## config.mk

```make
export PLATFORM = sky130hd
export DESIGN_NAME = mul_digit_serial_seq_flat
export DESIGN_NICKNAME = d
export VERILOG_FILES = /design/src/rtl/mul_pkg.sv /design/src/rtl/mul_digit_serial_seq_if.sv /design/src/rtl/mul_digit_step_ctr.sv /design/src/rtl/mul_digit_serial_seq.sv /design/src/flat_wrapper.sv
export SDC_FILE = /design/constraint.sdc
export NUM_CORES = 1
export LEC_CHECK = 0
export CELL_PAD_IN_SITES_DETAIL_PLACEMENT = 2
export CELL_PAD_IN_SITES_GLOBAL_PLACEMENT = 2
export CORE_UTILIZATION = 34
export CTS_CLUSTER_DIAMETER = 120
export DETAILED_ROUTE_END_ITERATION = 8
export PLACE_DENSITY_LB_ADDON = 0.05
export RECOVER_POWER = 25
export REMOVE_ABC_BUFFERS = 1
export SLEW_MARGIN = 20
export SYNTH_ARGS = -nofsm -noshare
export SYNTH_HDL_FRONTEND = slang
export SYNTH_SLANG_ARGS = --single-unit
```

## constraint.sdc

```tcl
create_clock -name clk -period 4.6 [get_ports clk]
set_input_delay 1.38 -clock clk [delete_from_list [all_inputs] [get_ports clk]]
set_output_delay 1.38 -clock clk [all_outputs]
set_load 0.005 [all_outputs]
```

## src/rtl/mul_pkg.sv

```systemverilog
// +----------------------------------------------------------------------------+
// | mul_pkg : shared digit widths and FSM encoding for the digit-serial multiplier |
// | Revision: 1.0                                                              |
// +----------------------------------------------------------------------------+
`default_nettype none

package mul_pkg;

  localparam int DIGIT_W = 2;
  localparam int PROD_W  = 4;

  typedef enum logic [1:0] {
    ST_IDLE = 2'd0,
    ST_RUN  = 2'd1,
    ST_DONE = 2'd2
  } state_t;

  // Index width that never collapses to zero bits for tiny ranges.
  function automatic int clog2_min1(input int v);
    return (v <= 2) ? 1 : $clog2(v);
  endfunction

endpackage

`default_nettype wire

```

## src/rtl/mul_digit_serial_seq_if.sv

```systemverilog
// +----------------------------------------------------------------------------+
// | mul_digit_serial_seq_if : operand/result handshakes and 2x2-stage digit bus  |
// | Revision: 1.0                                                              |
// +----------------------------------------------------------------------------+
`default_nettype none

interface mul_digit_serial_seq_if #(
  parameter int WIDTH = 8,
  parameter int DIGIT = mul_pkg::DIGIT_W
);

  logic                 in_valid;
  logic                 in_ready;
  logic [WIDTH-1:0]     a_in;
  logic [WIDTH-1:0]     b_in;
  logic [DIGIT-1:0]     a_dig;
  logic [DIGIT-1:0]     b_dig;
  logic [2*DIGIT-1:0]   p_dig;
  logic                 out_valid;
  logic                 out_ready;
  logic [2*WIDTH-1:0]   p_out;
  logic                 mismatch;

  // slave: the multiplier itself; master: operand source, result sink and 2x2 stage
  modport slave (
    input  in_valid, a_in, b_in, p_dig, out_ready,
    output in_ready, a_dig, b_dig, out_valid, p_out, mismatch
  );

  modport master (
    output in_valid, a_in, b_in, p_dig, out_ready,
    input  in_ready, a_dig, b_dig, out_valid, p_out, mismatch
  );

endinterface

`default_nettype wire

```

## src/rtl/mul_digit_step_ctr.sv

```systemverilog
// +----------------------------------------------------------------------------+
// | mul_digit_step_ctr : digit-pair step counter with A/B index and shift decode |
// | Revision: 1.0                                                              |
// +----------------------------------------------------------------------------+
`default_nettype none

module mul_digit_step_ctr
  import mul_pkg::*;
#(
  parameter int  WIDTH = 8,
  parameter int  DIGIT = DIGIT_W,
  localparam int NDIG  = WIDTH / DIGIT,
  localparam int IDX_W = clog2_min1(NDIG),
  localparam int SH_W  = clog2_min1(2 * WIDTH)
) (
  input  wire logic             clk,
  input  wire logic             rst_n,
  input  wire logic             i_clr,
  input  wire logic             i_en,
  output logic      [IDX_W-1:0] o_ia,
  output logic      [IDX_W-1:0] o_ib,
  output logic      [SH_W-1:0]  o_shamt,
  output logic                  o_last
);

  localparam logic [IDX_W-1:0] c_idx_max = IDX_W'(NDIG - 1);

  logic [IDX_W-1:0] r_ia;
  logic [IDX_W-1:0] r_ib;
  logic             w_last;

  assign w_last = (r_ia == c_idx_max) && (r_ib == c_idx_max);

  // ia runs fastest, so the step index is ib*NDIG + ia
  always_ff @(posedge clk or negedge rst_n) begin
    if (!rst_n) begin
      r_ia <= '0;
      r_ib <= '0;
    end else if (i_clr) begin
      r_ia <= '0;
      r_ib <= '0;
    end else if (i_en) begin
      if (r_ia == c_idx_max) begin
        r_ia <= '0;
        r_ib <= w_last ? '0 : r_ib + 1'b1;
      end else begin
        r_ia <= r_ia + 1'b1;
      end
    end
  end

  assign o_ia    = r_ia;
  assign o_ib    = r_ib;
  assign o_last  = w_last;
  assign o_shamt = SH_W'(DIGIT) * (SH_W'(r_ia) + SH_W'(r_ib));

endmodule

`default_nettype wire

```

## src/rtl/mul_digit_serial_seq.sv

```systemverilog
// +----------------------------------------------------------------------------+
// | mul_digit_serial_seq : digit-serial unsigned multiplier over an external   |
// | 2x2 stage, with a full-width exact-product cross-check. Revision: 1.0      |
// +----------------------------------------------------------------------------+
`default_nettype none

module mul_digit_serial_seq
  import mul_pkg::*;
#(
  parameter int  WIDTH = 8,
  parameter int  DIGIT = DIGIT_W,
  localparam int NDIG  = WIDTH / DIGIT,
  localparam int IDX_W = clog2_min1(NDIG),
  localparam int SH_W  = clog2_min1(2 * WIDTH)
) (
  input  wire logic              clk,
  input  wire logic              rst_n,
  mul_digit_serial_seq_if.slave  bus
);

  state_t               r_state;
  logic [WIDTH-1:0]     r_a;
  logic [WIDTH-1:0]     r_b;
  logic [2*WIDTH-1:0]   r_acc;
  logic                 r_in_ready;
  logic                 r_out_valid;
  logic [2*WIDTH-1:0]   r_p_out;
  logic                 r_mismatch;

  logic [IDX_W-1:0]     w_ia;
  logic [IDX_W-1:0]     w_ib;
  logic [SH_W-1:0]      w_shamt;
  logic                 w_last;
  logic                 w_accept;
  logic                 w_run;
  logic [2*WIDTH-1:0]   w_term;
  logic [2*WIDTH-1:0]   w_exact;

  assign w_accept = (r_state == ST_IDLE) && r_in_ready && bus.in_valid;
  assign w_run    = (r_state == ST_RUN);

  mul_digit_step_ctr #(
    .WIDTH (WIDTH),
    .DIGIT (DIGIT)
  ) u_step_ctr (
    .clk     (clk),
    .rst_n   (rst_n),
    .i_clr   (w_accept),
    .i_en    (w_run),
    .o_ia    (w_ia),
    .o_ib    (w_ib),
    .o_shamt (w_shamt),
    .o_last  (w_last)
  );

  // Digits go straight from the step index so the 2x2 product returns in the same cycle
  assign bus.a_dig = w_run ? r_a[w_ia*DIGIT +: DIGIT] : '0;
  assign bus.b_dig = w_run ? r_b[w_ib*DIGIT +: DIGIT] : '0;

  assign w_term  = {{(2*WIDTH-2*DIGIT){1'b0}}, bus.p_dig} << w_shamt;
  assign w_exact = {{WIDTH{1'b0}}, r_a} * {{WIDTH{1'b0}}, r_b};

  always_ff @(posedge clk or negedge rst_n) begin
    if (!rst_n) begin
      r_state     <= ST_IDLE;
      r_a         <= '0;
      r_b         <= '0;
      r_acc       <= '0;
      r_in_ready  <= 1'b0;
      r_out_valid <= 1'b0;
      r_p_out     <= '0;
      r_mismatch  <= 1'b0;
    end else begin
      case (r_state)
        ST_IDLE: begin
          r_in_ready <= 1'b1;
          if (w_accept) begin
            r_a        <= bus.a_in;
            r_b        <= bus.b_in;
            r_acc      <= '0;
            r_in_ready <= 1'b0;
            r_state    <= ST_RUN;
          end
        end
        ST_RUN: begin
          r_acc <= r_acc + w_term;
          if (w_last) begin
            r_state <= ST_DONE;
          end
        end
        ST_DONE: begin
          // First DONE cycle publishes the result; later cycles wait for the consumer
          if (!r_out_valid) begin
            r_out_valid <= 1'b1;
            r_p_out     <= r_acc;
            r_mismatch  <= (r_acc != w_exact);
          end else if (bus.out_ready) begin
            r_out_valid <= 1'b0;
            r_mismatch  <= 1'b0;
            r_in_ready  <= 1'b1;
            r_state     <= ST_IDLE;
          end
        end
        default: begin
          r_state <= ST_IDLE;
        end
      endcase
    end
  end

  assign bus.in_ready  = r_in_ready;
  assign bus.out_valid = r_out_valid;
  assign bus.p_out     = r_p_out;
  assign bus.mismatch  = r_mismatch;

endmodule

`default_nettype wire
```

## src/flat_wrapper.sv

```systemverilog
// flat-port wrapper written by rule: the top's interface ports become plain ports
module mul_digit_serial_seq_flat import mul_pkg::*;
#(
  parameter int  WIDTH = 8,
  parameter int  DIGIT = DIGIT_W,
  localparam int NDIG  = WIDTH / DIGIT,
  localparam int IDX_W = clog2_min1(NDIG),
  localparam int SH_W  = clog2_min1(2 * WIDTH)
)
  (clk, rst_n, bus_in_valid, bus_a_in, bus_b_in, bus_p_dig, bus_out_ready, bus_in_ready, bus_a_dig, bus_b_dig, bus_out_valid, bus_p_out, bus_mismatch);
  mul_digit_serial_seq_if #(.WIDTH(WIDTH), .DIGIT(DIGIT)) bus_i ();
  input  wire logic clk;
  input  wire logic rst_n;
  input wire logic [$bits(bus_i.in_valid)-1:0] bus_in_valid;
  input wire logic [$bits(bus_i.a_in)-1:0] bus_a_in;
  input wire logic [$bits(bus_i.b_in)-1:0] bus_b_in;
  input wire logic [$bits(bus_i.p_dig)-1:0] bus_p_dig;
  input wire logic [$bits(bus_i.out_ready)-1:0] bus_out_ready;
  output wire logic [$bits(bus_i.in_ready)-1:0] bus_in_ready;
  output wire logic [$bits(bus_i.a_dig)-1:0] bus_a_dig;
  output wire logic [$bits(bus_i.b_dig)-1:0] bus_b_dig;
  output wire logic [$bits(bus_i.out_valid)-1:0] bus_out_valid;
  output wire logic [$bits(bus_i.p_out)-1:0] bus_p_out;
  output wire logic [$bits(bus_i.mismatch)-1:0] bus_mismatch;
  assign bus_i.in_valid = bus_in_valid;
  assign bus_i.a_in = bus_a_in;
  assign bus_i.b_in = bus_b_in;
  assign bus_i.p_dig = bus_p_dig;
  assign bus_i.out_ready = bus_out_ready;
  assign bus_in_ready = bus_i.in_ready;
  assign bus_a_dig = bus_i.a_dig;
  assign bus_b_dig = bus_i.b_dig;
  assign bus_out_valid = bus_i.out_valid;
  assign bus_p_out = bus_i.p_out;
  assign bus_mismatch = bus_i.mismatch;
  mul_digit_serial_seq #(.WIDTH(WIDTH), .DIGIT(DIGIT)) u_core (.clk(clk), .rst_n(rst_n), .bus(bus_i));
endmodule
```

==> run metrics <==
Post-synth EDFFs=0; Critical Setup Path Class=reg -> reg; Worst setup EP type=flip-flop; die area=between 15000 and 20000 µm²; multi-input combinational cell area=roughly 3800 µm²; hold_sp=u_core.bus.p_out[7]; Synth Instances=571; slew of the pin with the lowest slew margin=2.63 ns; CTS root buffer=clkbuf_16; Post-synth top cells=75 x nand2_1, 57 x dfrtp_1, 56 x inv_1; Overflow after GRT=0; CTS Hold Bufs=0; GR Util met1=0.267; Critical Path Start=u_core.r_a[4]; crit path DAT=4.77 ns; Inst Count DP=around 820; initial antenna violation count=0; fin. max-slew vios=45; Clock Path Buffers=2; outcome=finished with violations; Worst EP required=about 4.8 ns; Crit Path Max Fanout=7; TritonCTS clock tree=built; Die X=~130 µm; DR DRC count=0; Initial DRT Pass Iterations=4; Top FF cell, synth=dfrtp_1; maximum capacitance violations=1; R2R Path End=u_core.bus.mismatch; worst hold path type=reg -> reg; Core ar.=~15000 µm²; crit path cell chain=buf_6 > buf_6 > and2_4 > fa_1 > ha_4 > fa_2 > fa_1 > xor2_1 > nor4_1 > nand3_1 > a2111oi_2 > nand4_1 > a2111oi_2 > and4_1 > a31oi_1; ant diodes=0; post-route antenna net violation count=0; final wirelength=roughly 17000 µm; Hold Path Depth=1; Async SR Flop Fraction=1.00; CTS buffer count=9; Critical Path Source Type=flip-flop; share of cells above drive strength 1=0.214; number of port buffers=46; Synth Register Bits=57; GPL Wtd Cong=around 0.84; grt met3 use=0.0355; routed len/inst=just under 20 µm; most common cell in the netlist=nand2_1; fillers=approximately 1700; IO Pins=47; GRT Total Usage=0.212; Synth warnings=0; post-synthesis sequential area ratio=0.263; failing checks=max-capacitance violations, max-slew violations; synthesized area=roughly 5400 µm²; RSZ-0062 raised after global routing=true; clk sink count=57; largest net degree at the start of global routing=45; Clock Latency Late Sink=between 0.3 and 0.4 ns; Critical R2R Launch=u_core.r_a[4]; Final setup violation count=0; top cells by area, synth=dfrtp_1 26%, fa_1 14%, ha_1 12%; Final nets=~770; post-synth top area cell=dfrtp_1; Worst R2R Setup Slack=about 0.047 ns; first-pass GRT wire length=between 20000 and 30000 µm; Synth top area share=0.263; fin cells=around 870; vias in the first global route=4900; Starting Density=0.352; Die Y=around 130 µm; Post-Route Setup TNS=0 ns; slowest CP cell=fa_1; fin crit period=4.55 ns; Reg area=1440 µm²; Crit path largest cell delay=0.59 ns; Detailed Route Iter0 Violations=approximately 90; clock-pin slew of the registers on the worst-case setup and hold paths=around 0.06 ns; r2r worst-path depth=15; Fmax achieved=approximately 220 MHz; Max H-tree Level=3; Final period util=0.990; row cnt=between 40 and 50; distinct cell type count after synthesis=43; area grow syn2layout=26.2%; max_slew headroom=-0.755; Most Used Layer, Global Route=met2; M2 GR Usage=0.369; Max Clock Skew=between 0.008 and 0.009 ns; final hold vios=0; DP HPWL=about 12000 µm; vias per cell=5.10; Worst Hold Path EP=u_core.bus.p_out[7]; Avg Inst Size Synth=~9.5 µm²; Vias=approximately 4400
-- layout by cell type (no fill, tap or decap), drive strengths merged, types with 14 or more instances in the layout --
| master | Yosys | routed |
|---|---|---|
| dfrtp | 57 | 57 |
| ha | 54 | 54 |
| fa | 38 | 38 |
| and2 | 37 | 37 |
| mux2 | 33 | 33 |
| a21oi | 24 | 24 |
| xnor2 | 26 | 26 |
| nor3 | 14 | 14 |
| o22ai | 15 | 15 |
| buf | 0 | 47 |
| inv | 56 | 57 |
| nand2 | 75 | 75 |
| nor2 | 23 | 23 |
| clkdlybuf4s50 | 0 | 45 |
-- logic make-up after synthesis --
kind of cell / after synthesis / synth area share
compound gates: 83 / 0.103
xor+xnor: 39 / 0.0630
fa+ha+maj: 92 / 0.265
buf+inv: 79 / 0.0547
flops: 57 / 0.263
mux: 41 / 0.0926
simple gates: 180 / 0.158
-- registers in the layout (all words and copies together), names as in the netlist --
name                    count
u_core.bus.in_ready         1
u_core.r_acc               16
u_core.r_b                  8
u_core.bus.out_valid        1
u_core.u_step_ctr.o_ia      2
u_core.u_step_ctr.o_ib      2
u_core.r_state              2
u_core.bus.p_out           16
u_core.r_a                  8
u_core.bus.mismatch         1
-- per-stage QoR --
step | cell area, µm² | hold WS [ns] | util | setup WS, ns
detailed placement | 6200 | 0.498 | 0.403 | -0.115
CTS | 6510 | 0.514 | 0.424 | 0.0175
global placement | 6190 | 0.492 | 0.403 | 0.0122
global route | 6840 | 0.526 | 0.445 | -0.166
finish | 6840 | 0.512 | 0.445 | 0.0465
floorplan | 5330 | 0.482 | - | 0.193
-- cell type report --
cell class | instances | area share
Multi-Input combinational cell | 435 | 0.556
Sequential cell | 57 | 0.211
Timing Repair Buffer | 94 | 0.121
Tap cell | 211 | 0.0386
Clock buffer | 11 | 0.0370
Inverter | 56 | 0.0308
Clock inverter | 5 | 0.00567
-- critical path: cells and delay by family (launching register included) --
kind	cells	cell delay (ns)
fa+ha+maj	4	1.81
flops	1	0.41
xor+xnor	1	0.16
buf+inv	2	0.27
compound gates	3	0.80
simple gates	5	0.97
-- worst max-delay path by stage --
stage,cells after the start,endpoint,slack (ns)
6_report,15,u_core.bus.mismatch,0.05
3_5_place_dp,15,u_core.bus.mismatch,-0.11
2_1_floorplan,17,u_core.bus.mismatch,0.19
4_1_cts,16,u_core.bus.mismatch,0.02
3_3_place_gp,17,u_core.bus.mismatch,0.01
5_1_grt,15,u_core.bus.mismatch,-0.17
-- layer usage --
metal	wire length, µm	share of wire	vias to the layer above
met3	381	0.023	25
met1	7610	0.45	2273
met4	391	0.023	0
li1	-	-	2077
met5	0	0	-
met2	8540	0.50	60
-- what timing repair did --
action | CTS | global route
endpoints found under the setup margin | 1 | 1
pin swaps | 2 | 22
gates resized for setup | 10 | 22
buffers inserted | 1 | 29
Power is not shown: default switching activity piles up to over one toggle a cycle in this logic, so the estimate is an artifact.
==> RTL edit 1 (same flow settings) <==
The 3 states of `state_t` get a one-hot encoding in 3 bits.
--- a/src/rtl/mul_pkg.sv
+++ b/src/rtl/mul_pkg.sv
@@ -9,10 +9,10 @@
   localparam int DIGIT_W = 2;
   localparam int PROD_W  = 4;
 
-  typedef enum logic [1:0] {
-    ST_IDLE = 2'd0,
-    ST_RUN  = 2'd1,
-    ST_DONE = 2'd2
+  typedef enum logic [2:0] {
+    ST_IDLE = 3'b001,
+    ST_RUN  = 3'b010,
+    ST_DONE = 3'b100
   } state_t;
 
   // Index width that never collapses to zero bits for tiny ranges.
Behaviour: no difference found for any inputs over 10 cycles, from zero or initial values and one cycle with rst_n low; not proved beyond that.
==> RTL edit 1 against the original RTL <==
Sequential share of layout area is 0.091 points higher; sequential cell count is 1 higher; core utilization is 1.5 points lower; synthesized area is 3.5% higher; design area is 0.70% higher; routed wire length is 2.5% higher; worst setup slack better by 100 ps; cell count is 0.81% higher; die area is 3.5% higher; first-iteration DRC count is 11% higher; critical path depth is 2 lower; global-route usage is 0.42 points higher.
Power is left out: the tool's default activity adds up to more than one toggle a clock period on the data nets, which glitch-free logic cannot reach.
==> RTL edit 1: results (changes against the original RTL) <==
** Run status
- Outcome :: completed

** Detailed routing
- The detailed route wirelength on metal2 is 9059 um (+6.1%).
- The wire length per cell after detailed routing is 19.79 um (+1.6%).
- The vias per cell is 5.099 (about the same).
- The count of routing violations after the opening detailed-route iteration is 101 (+11%).
- Routed met3 length :: 266 um (-30%)
- Met1 routed wirelength after detailed routing :: 7839 um (+3.1%)
- Total wirelength of the detailed-routed design :: 17340 um (+2.5%)

** GRT
- The first-pass GRT wire length is 27440 um (+4.0%).
- The overall fraction of global-route tracks in use came to 21.67% (+0.42 points).
- Routing usage on met3 :: 2.850% (-0.70 points)
- Maximum number of pins on one net before global-route repair :: 39 (-13%)

** Finish
- Proportion of cell area occupied by multi-input gates :: 56.37% (+0.82 points)
- Total Nets Final :: 771 (+0.26%)
- The sequential fraction of total cell area came to 21.20% (+0.091 points).
- Filler cell count in the final layout :: 1740 (+4.8%)
- Number of non-clock inverters in the layout :: 54 (-3.6%)
- Number of multi-input combinational cells in the layout :: 452 (+3.9%)
- The buffer share of cell area is 10.47% (-1.7 points).
- The total of clock buffers placed in the layout was 9 (-2).
- The flip-flop and latch count was 58 (+1.8%).
- The core occupancy in the finished layout is 43.02% (-1.5 points).

** Synth
- In the synthesized netlist, the cells that appear most often are sky130_fd_sc_hd__nand2_1 (68), sky130_fd_sc_hd__dfrtp_1 (57), sky130_fd_sc_hd__ha_1 (54), sky130_fd_sc_hd__inv_1 (54), sky130_fd_sc_hd__fa_1 (38).
- Sequential cell area fraction in the yosys report :: 25.90% (-0.43 points)
- The gate count after technology mapping was 591 (+3.5%).
- Top cells by area in the synthesized netlist :: sky130_fd_sc_hd__dfrtp_1 (25%), sky130_fd_sc_hd__fa_1 (14%), sky130_fd_sc_hd__ha_1 (12%)
- The post-synthesis mux area share came to 9.146% (-0.12 points).
- Post-synthesis share of cell area spent on xor and xnor gates :: 5.309% (-1.0 points)

** Worst setup path
- Critical path's largest stage delay :: 690 ps (+100 ps)
- Critical Path AT :: 4650 ps (-120 ps)

** Place
- The number of instances in the placed design came to 853 (+3.6%).
- Cell Area, Placed :: 6397 um^2 (+3.3%)
- Placer Congestion :: 0.8169 (-2.8%)

** STA
- Actual slew at the worst max-slew pin :: 1280 ps (-1353 ps)
[RTL edit 1: final timing paths]
path | start | slack [ps] | depth (start not counted) | to
worst min-delay path | u_core.bus.p_out[7]$_DFFE_PN0P_ | 510 | 1 | u_core.bus.p_out[7]$_DFFE_PN0P_
min in group asynchronous | rst_n | 1300 | 1 | u_core.r_acc[8]$_DFFE_PN0P_
worst max register to register | u_core.r_b[2]$_DFFE_PN0P_ | 150 | 13 | u_core.bus.mismatch$_DFFE_PN0P_
worst min register to register | u_core.bus.p_out[7]$_DFFE_PN0P_ | 510 | 1 | u_core.bus.p_out[7]$_DFFE_PN0P_
worst max-delay path | u_core.r_b[2]$_DFFE_PN0P_ | 150 | 13 | u_core.bus.mismatch$_DFFE_PN0P_
max in group asynchronous | rst_n | 2100 | 2 | u_core.r_a[3]$_DFFE_PN0P_
[RTL edit 1: timing repair]
item,4_1_cts,5_1_grt
gates resized for setup,3,20
setup endpoints to repair,1,1
buffers inserted,0,7
pin swaps,0,10
==> RTL edit 2 (same flow settings) <==
Without the edit above. `WIDTH` is set to 8 in 4 places; all go to 12.
--- a/src/rtl/mul_digit_serial_seq_if.sv
+++ b/src/rtl/mul_digit_serial_seq_if.sv
@@ -5,7 +5,7 @@
 `default_nettype none
 
 interface mul_digit_serial_seq_if #(
-  parameter int WIDTH = 8,
+  parameter int WIDTH = 12,
   parameter int DIGIT = mul_pkg::DIGIT_W
 );
 
--- a/src/rtl/mul_digit_step_ctr.sv
+++ b/src/rtl/mul_digit_step_ctr.sv
@@ -7,7 +7,7 @@
 module mul_digit_step_ctr
   import mul_pkg::*;
 #(
-  parameter int  WIDTH = 8,
+  parameter int  WIDTH = 12,
   parameter int  DIGIT = DIGIT_W,
   localparam int NDIG  = WIDTH / DIGIT,
   localparam int IDX_W = clog2_min1(NDIG),
--- a/src/rtl/mul_digit_serial_seq.sv
+++ b/src/rtl/mul_digit_serial_seq.sv
@@ -7,7 +7,7 @@
 module mul_digit_serial_seq
   import mul_pkg::*;
 #(
-  parameter int  WIDTH = 8,
+  parameter int  WIDTH = 12,
   parameter int  DIGIT = DIGIT_W,
   localparam int NDIG  = WIDTH / DIGIT,
   localparam int IDX_W = clog2_min1(NDIG),
--- a/src/flat_wrapper.sv
+++ b/src/flat_wrapper.sv
@@ -1,7 +1,7 @@
 // flat-port wrapper written by rule: the top's interface ports become plain ports
 module mul_digit_serial_seq_flat import mul_pkg::*;
 #(
-  parameter int  WIDTH = 8,
+  parameter int  WIDTH = 12,
   parameter int  DIGIT = DIGIT_W,
   localparam int NDIG  = WIDTH / DIGIT,
   localparam int IDX_W = clog2_min1(NDIG),
Ports: changed (resized bus_a_in, bus_b_in and bus_p_out); port bits go from 47 to 63. No check against the original RTL was run, so the function may have changed too.
==> RTL edit 2 against the original RTL <==
The flow finishes with violations (max-capacitance violations, max-slew violations, negative setup slack); routed wire length is 110% higher; maximum frequency down 15%; worst setup slack lost 830 ps; design area up 87%; synthesized area increased by 81%; sequential cell count is 26 higher; critical path type unchanged; clock skew is 1.6 ps lower; via count is 90% higher.
Power is not shown: default switching activity piles up to over one toggle a cycle in this logic, so the estimate is an artifact.
==> RTL edit 2: results (changes against the original RTL) <==
** Run status
- Outcome :: finished with violations
- Violations in the final reports :: max-capacitance violations, max-slew violations, negative setup slack

** STA
- Final WS setup :: -782.1 ps (-828.6 ps)
- Max-slew violation count :: 43 (-4.4%)
- The post-route clock skew came to 7.369 ps (-1.558 ps).
- The final setup violation count was 1 (+1).
- The worst-case headroom to the max-slew limit came to -83.80% (-8.3 points).

** Worst setup path
- In this run the worst setup path begins at u_core.r_a[9]$_DFFE_PN0P_.
- The critical path's largest stage delay is 570 ps (-20 ps).
- The data arrival time of the worst path came to 5620 ps (+850 ps).

** Detailed routing
- Number of design-rule violations left by the first detailed-router iteration :: 292 (+220%)
- Total wirelength of the detailed-routed design :: 34720 um (+110%)
- The vias per cell is 5.080 (-0.47%).

** Flow run
- Max cap viols :: 1 (unchanged)

** Synth
- Post-synthesis share of cell area spent on xor and xnor gates :: 4.548% (-1.8 points)
- The adder-cell share of the synthesized area was 32.26% (+5.7 points).
- Post-synthesis mux area share :: 7.479% (-1.8 points)
- The compound-gate portion of the synthesized area was 11.82% (+1.5 points).
- Leading post-synthesis cells by instance count :: sky130_fd_sc_hd__inv_1 (123), sky130_fd_sc_hd__nand2_1 (122), sky130_fd_sc_hd__fa_1 (102), sky130_fd_sc_hd__ha_1 (90), sky130_fd_sc_hd__dfrtp_1 (83)
- The post-synthesis average cell area came to 9.256 um^2 (-2.4%).
- Top cells by area in the synthesized netlist :: sky130_fd_sc_hd__dfrtp_1 (21%), sky130_fd_sc_hd__fa_1 (21%), sky130_fd_sc_hd__ha_1 (11%)

** Finish
- The count of placed standard cells in the final layout, fillers left out is 1655 (+90%).
- The ratio of cells with drive above 1 in the final layout came to 24.67% (+3.2 points).

** Place
- Half-perimeter wire length after placement :: 28310 um (+130%)
- Number of instances in the placed design :: 1628 (+98%)

** GRT
- Number of global-route vias before repair :: 9804 (+100%)
- Global Route Usage Sum :: 24.90% (+3.7 points)

** Min path
- Worst min-delay path endpoint :: u_core.bus.p_out[23]$_DFFE_PN0P_
RTL edit 2: layout make-up:
| class | instances | area, um^2 | share of cell area, % |
|---|---|---|---|
| well taps | 378 | 473.0 | 3.701 |
| flip-flops and latches | 83 | 2087 | 16.33 |
| inverters | 123 | 461.7 | 3.613 |
| repair buffers | 247 | 2014 | 15.76 |
| multi-input cells | 808 | 7445 | 58.26 |
| clock inverters | 3 | 47.55 | 0.3721 |
| clock buffers | 13 | 250.2 | 1.958 |
RTL edit 2: worst max-delay path, delay by kind of cell, from the launching register on:
kind / cells / cell delay [ps]
buf+inv: 3 / 290
compound gates: 6 / 830
fa+ha+maj: 6 / 2650
flops: 1 / 430
xor+xnor: 1 / 110
simple gates: 3 / 960
RTL edit 2: stage by stage:
stage	cell area (um^2)	setup slack [ps]	hold slack (ps)	setup TNS [ps]	util [%]
after floorplan	9644	-690.8	480.0	-690.8	-
after global placement	12050	-927.1	489.7	-1759	42.89
after detailed placement	12050	-1009	497.6	-1959	42.89
after CTS	12650	-769.9	514.9	-769.9	45.06
after global routing	12780	-993.2	522.4	-993.2	45.50
final	12780	-782.1	507.1	-782.1	45.50
RTL edit 2: layer usage:
layer / share of wire [%] / global-route usage [%] / vias to the layer above
li1: - / - / 3948
met2: 53 / 46.41 / 78
met1: 43 / 29.98 / 4340
met4: 2.3 / 7.695 / 0
met5: 0 / 0 / -
met3: 1.7 / 2.335 / 41
RTL edit 2: cells by family (layout without fill, tap and decap cells):
kind of cell	after synthesis	count (layout)
simple gates	331	331
fa+ha+maj	192	192
xor+xnor	51	51
mux	62	62
flops	83	83
compound gates	172	172
buf+inv	170	386
